### src/rtl/irq_pending_ctrl.sv
// -----------------------------------------------------------------------------
// irq_pending_ctrl
//
// This is the request-collection stage in front of the 8-to-3 priority encoder.
// It detects rising edges on the request lines and latches them as sticky
// pending bits. It then offers the highest eligible line (pending and enabled)
// to a consumer over a valid/ack handshake.
//
// Ports
//   clk        rising-edge clock
//   rst        synchronous, active-high reset
//   req_in     [N-1:0]    level request lines, already synchronous to clk
//   mask_in    [N-1:0]    per-line enable, 1 = eligible for selection
//   irq_ack    consumer acknowledge of the current offer
//   irq_valid  an id is on offer
//   irq_id     [ID_W-1:0] offered line number (bit 7 highest priority)
//   pending    [N-1:0]    registered pending bits, before masking
//   overrun    sticky flag: a rising edge hit a line that was already pending
//
// Every output comes from a register, so no path runs combinationally from
// an input to an output. ID_W must satisfy 2**ID_W == N (the pair is 8/3).
// -----------------------------------------------------------------------------
module irq_pending_ctrl #(
  parameter int N    = 8,
  parameter int ID_W = 3
) (
  input  logic            clk,
  input  logic            rst,
  input  logic [N-1:0]    req_in,
  input  logic [N-1:0]    mask_in,
  input  logic            irq_ack,
  output logic            irq_valid,
  output logic [ID_W-1:0] irq_id,
  output logic [N-1:0]    pending,
  output logic            overrun
);

  typedef enum logic [1:0] {
    IDLE  = 2'd0,
    OFFER = 2'd1,
    GAP   = 2'd2
  } state_t;

  state_t          state, state_nxt;
  logic [N-1:0]    req_q;
  logic [N-1:0]    rise;
  logic [N-1:0]    clr;
  logic [N-1:0]    eligible;
  logic [N-1:0]    pending_nxt;
  logic [ID_W-1:0] sel;
  logic [ID_W-1:0] id_nxt;
  logic            valid_nxt;

  // A line that stays high produces one request only. It has to fall and
  // rise again before it can request a second time.
  assign rise = req_in & ~req_q;

  // The offered line is cleared only when it is acknowledged during OFFER.
  // An ack that arrives in any other state is ignored.
  always_comb begin
    // NOTE: assign every always_comb output a default first, so no path
    // can leave it unassigned and infer a latch.
    clr = '0;
    if (state == OFFER && irq_ack) clr[irq_id] = 1'b1;
  end

  // If a line is set and cleared on the same edge, the set wins. A fresh
  // edge that arrives together with the ack therefore keeps the line pending.
  assign pending_nxt = (pending & ~clr) | rise;
  assign eligible    = pending & mask_in;

  // Priority select: the loop runs upward, so the highest set bit is the
  // last one to write sel and the highest index wins.
  always_comb begin
    sel = '0;
    for (int i = 0; i < N; i++) begin
      if (eligible[i]) sel = ID_W'(i);
    end
  end

  // Next-state and next-output logic. In OFFER, irq_id is deliberately left
  // unchanged: the offer stands until it is acked, even if a higher line
  // arrives or the mask changes.
  always_comb begin
    state_nxt = state;
    valid_nxt = irq_valid;
    id_nxt    = irq_id;
    unique case (state)
      IDLE: begin
        valid_nxt = 1'b0;
        if (|eligible) begin
          id_nxt    = sel;
          valid_nxt = 1'b1;
          state_nxt = OFFER;
        end
      end
      OFFER: begin
        valid_nxt = 1'b1;
        if (irq_ack) begin
          valid_nxt = 1'b0;
          state_nxt = GAP;
        end
      end
      GAP: begin
        // Holding valid low for one cycle stops the consumer from
        // acknowledging the same offer twice.
        valid_nxt = 1'b0;
        state_nxt = IDLE;
      end
      default: begin
        valid_nxt = 1'b0;
        state_nxt = IDLE;
      end
    endcase
  end

  // NOTE: sequential state is updated only with non-blocking assignments,
  // so every register samples the values from before the edge.
  always_ff @(posedge clk) begin
    if (rst) begin
      state     <= IDLE;
      // Load req_q with the live request level. Lines that are already
      // high when reset is released do not appear as new edges.
      req_q     <= req_in;
      pending   <= '0;
      irq_valid <= 1'b0;
      irq_id    <= '0;
      overrun   <= 1'b0;
    end else begin
      state     <= state_nxt;
      req_q     <= req_in;
      pending   <= pending_nxt;
      irq_valid <= valid_nxt;
      irq_id    <= id_nxt;
      // A bit cleared by this ack is free again, so an edge on it counts
      // as a new request and not as an overrun.
      if (|(rise & pending & ~clr)) overrun <= 1'b1;
    end
  end

endmodule

### config.mk
export PLATFORM = sky130hd
export DESIGN_NAME = irq_pending_ctrl
export DESIGN_NICKNAME = d
export VERILOG_FILES = /design/src/rtl/irq_pending_ctrl.sv
export SDC_FILE = /design/constraint.sdc
export NUM_CORES = 1
export LEC_CHECK = 0
export CAP_MARGIN = 20
export CELL_PAD_IN_SITES_DETAIL_PLACEMENT = 0
export CELL_PAD_IN_SITES_GLOBAL_PLACEMENT = 1
export CORE_MARGIN = 3
export CORE_UTILIZATION = 33
export CTS_BUF_LIST = sky130_fd_sc_hd__clkbuf_4 sky130_fd_sc_hd__clkbuf_8
export CTS_CLUSTER_DIAMETER = 100
export DETAILED_ROUTE_END_ITERATION = 7
export HOLD_SLACK_MARGIN = 0.15
export MAX_ROUTING_LAYER = met4
export PLACE_DENSITY_LB_ADDON = 0.1
export SETUP_SLACK_MARGIN = 0.5
export SLEW_MARGIN = 20
export SYNTH_ARGS = -nofsm -noshare
export SYNTH_HDL_FRONTEND = slang
export SYNTH_SLANG_ARGS = --single-unit
### constraint.sdc
create_clock -name clk -period 1.6 [get_ports clk]
set_input_delay 0.32 -clock clk [delete_from_list [all_inputs] [get_ports clk]]
set_output_delay 0.32 -clock clk [all_outputs]
set_load 0.005 [all_outputs]
==> results.json <==
{
  "syn_to_final_growth_pct": 81.7,
  "maxSlewHeadroom": 0.800,
  "clock_latency_ns": 0.32,
  "status": "completed",
  "clk_pin_slew_ns": 0.13,
  "io_buffers": 31,
  "dp_hpwl_mm": 1.63,
  "syn_avg_cell_area_um2": 10.1,
  "finalPower_mw": 1.38,
  "drive_above_1_share": 0.537,
  "antenna_cells": 0,
  "peakVddDrop_v": 0.000610,
  "max_freq_mhz": 676,
  "crit_chain": "buf_6 -> nand4b_4 -> or3_4 -> a221oi_4 -> a41oi_2",
  "drc": 0,
  "nets": 167,
  "ys_ff_latch": 23,
  "period_share": 0.925,
  "via_count": 878,
  "synth-seq-area-share": 0.522,
  "placed_area_um2": 1290,
  "die_area_um2": 3330,
  "slowest_delay_ns": 0.38,
  "yosysWarnings": 0,
  "root_buffer": "clkbuf_4",
  "final_area_um2": 1600,
  "start_util": 0.353,
  "p_leak_nw": 0.660,
  "drt_iter0_markers": 22,
  "core_um2": 2500,
  "cp_slowest_cell": "or3_4",
  "gp_congestion": 0.819,
  "tns_ns": 0,
  "tightest_slew_ns": 0.299,
  "path_buf_inv": 1,
  "die_w_um": 57.7,
  "grt_pass1_wl_mm": 3.90,
  "path_max_fanout": 4,
  "vias_per_cell": 4.96,
  "ioPinCount": 32,
  "multi_input_area_um2": 532,
  "drt-total-wl_mm": 2.52,
  "finalSetupViolCount": 0,
  "critPathKind": "reg -> reg",
  "hold_path.class": "in -> reg",
  "holdBufCountCts": 0,
  "skew_ns": 0.00917,
  "hold_viol_final": 0,
  "grt_max_degree": 16,
  "syn_area_um2": 882,
  "seq_area_um2": 489,
  "overflow": 0,
  "detail_route.wl_per_cell_um": 14.2,
  "required_ns": 1.79,
  "finalCriticalPeriod_ns": 1.48,
  "cts_inserted_buffers": 3,
  "grt_antenna_before_repair": 0,
  "grt_pass1_vias": 861,
  "maxCapViolations": 0,
  "grt_usage": 0.160,
  "clockBufferDepth": 2,
  "rsz0062_at_grt": "true",
  "drv_slew": 0,
  "num_rows": 18,
  "antenna_left": 0,
  "num-fill-cells": 211,
  "synthDistinctLibCells": 24,
  "cpLargestDelayFamily": "simple AND/OR/NAND/NOR gates",
  "htree_levels": 1,
  "cts_tree": "done",
  "synth_nets": 106,
  "cp-start-kind": "flop",
  "powerDensity_nw_per_um2": 861,
  "clock_sinks": 23,
  "critPathCaptureType": "flop",
  "synth_cells": 87,
  "crit_arrival_ns": 1.67,
  "die_h_um": 57.7,
  "dr.pass1.iters": 4
}
[worst paths after layout]
check / start / endpoint / slack, ns / cells after the start
worst max-delay path: irq_id[1] / overrun / 0.12 / 5
worst min-delay path: req_in[7] / req_q[7] / 0.44 / 1
worst max register to register: irq_id[1] / overrun / 0.12 / 5
worst min register to register: state[1] / state[1] / 0.46 / 1
[through the flow]
stage,setup WS (ns),hold slack [ns],util,std cells
after detailed placement,-0.268,0.438,0.517,154
after floorplan,0.341,0.348,-,87
after global placement,-0.232,0.440,0.517,154
after global routing,0.0886,0.451,0.641,177
after CTS,0.178,0.441,0.604,174
final,0.120,0.443,0.641,177
[worst reg2reg max path, stage by stage (launching register included)]
cell and delay, ns:
dfxtp_4 0.36, buf_6 0.10, nand4b_4 0.12, or3_4 0.38, a221oi_4 0.27, a41oi_2 0.13
[power by group]
| part | internal, mW | total, mW | switching (mW) |
|---|---|---|---|
| Clock | 0.115 | 0.291 | 0.176 |
| Sequential | 0.634 | 0.669 | 0.0351 |
| Combinational | 0.247 | 0.420 | 0.174 |
| Total | 0.995 | 1.38 | 0.385 |
[area by class of cell]
type                    count  share of cell area
clock buffers               4              0.0187
multi-input cells          63               0.332
flip-flops and latches     23               0.305
well taps                  30              0.0234
repair buffers             57               0.321
[cell families (layout without fill, tap and decap cells)]
kind of cell | Yosys count | count (layout) | share of synthesized area
and+or+nand+nor | 33 | 33 | 0.228
DFF | 23 | 23 | 0.522
buffers and inverters | 1 | 61 | 0.00425
AOI/OAI and AO/OA | 30 | 30 | 0.245
[flip-flops by register name (all words and copies together) (netlist names)]
register and cells:
pending 8, req_q 8, irq_id 3, state 2, irq_valid 1, overrun 1
[per-layer routing]
metal	share of wire	vias up	global-route usage
met5	0	-	-
met4	0.017	0	0.0795
met3	0.044	6	0.0245
met2	0.52	21	0.258
met1	0.42	407	0.195
li1	-	444	-
[timing repair]
action / 4_1_cts / 5_1_grt
pin swaps: 14 / 5
setup endpoints to repair: 27 / 27
setup buffers: 16 / 3
gates resized for setup: 87 / 20
hold endpoints to repair: 0 / 0
[cells in the final DEF, fill, tap and decap left out, types with 2 or more instances in the layout]
cell,count
nand2_1,6
dlygate4sd2_1,3
a22oi_2,4
dfxtp_1,8
dfxtp_4,4
a21oi_1,4
nand2b_1,9
a21oi_2,4
nor2_2,2
clkbuf_4,4
buf_4,16
nor2b_1,2
o22a_1,3
nor2_1,7
clkbuf_2,2
buf_6,16
o21ai_0,3
clkdlybuf4s50_1,14
a311oi_1,3
dfxtp_2,11
o21ai_2,3
buf_2,5
[cells in the mapped netlist]
cell type  count  area [um2]
a21oi_1        8        40.0
a221oi_2       1        15.0
a22oi_1        4        30.0
a311oi_1       3        26.3
a32oi_1        1        8.76
a41oi_1        1        8.76
a41oi_2        1        16.3
and2_1         1        6.26
clkbuf_1       1        3.75
dfxtp_1       23         460
nand2_1        6        22.5
nand2b_1       9        56.3
nand4b_4       1        23.8
nand4bb_1      1        11.3
nor2_1         9        33.8
nor2b_1        2        12.5
nor3b_1        1        7.51
nor4bb_1       1        10.0
o21a_1         1        7.51
o21ai_0        6        30.0
o22a_1         3        26.3
o31ai_1        1        7.51
or2_1          1        6.26
or3_4          1        11.3
No activity file was read; power rests on OpenSTA's default activity.
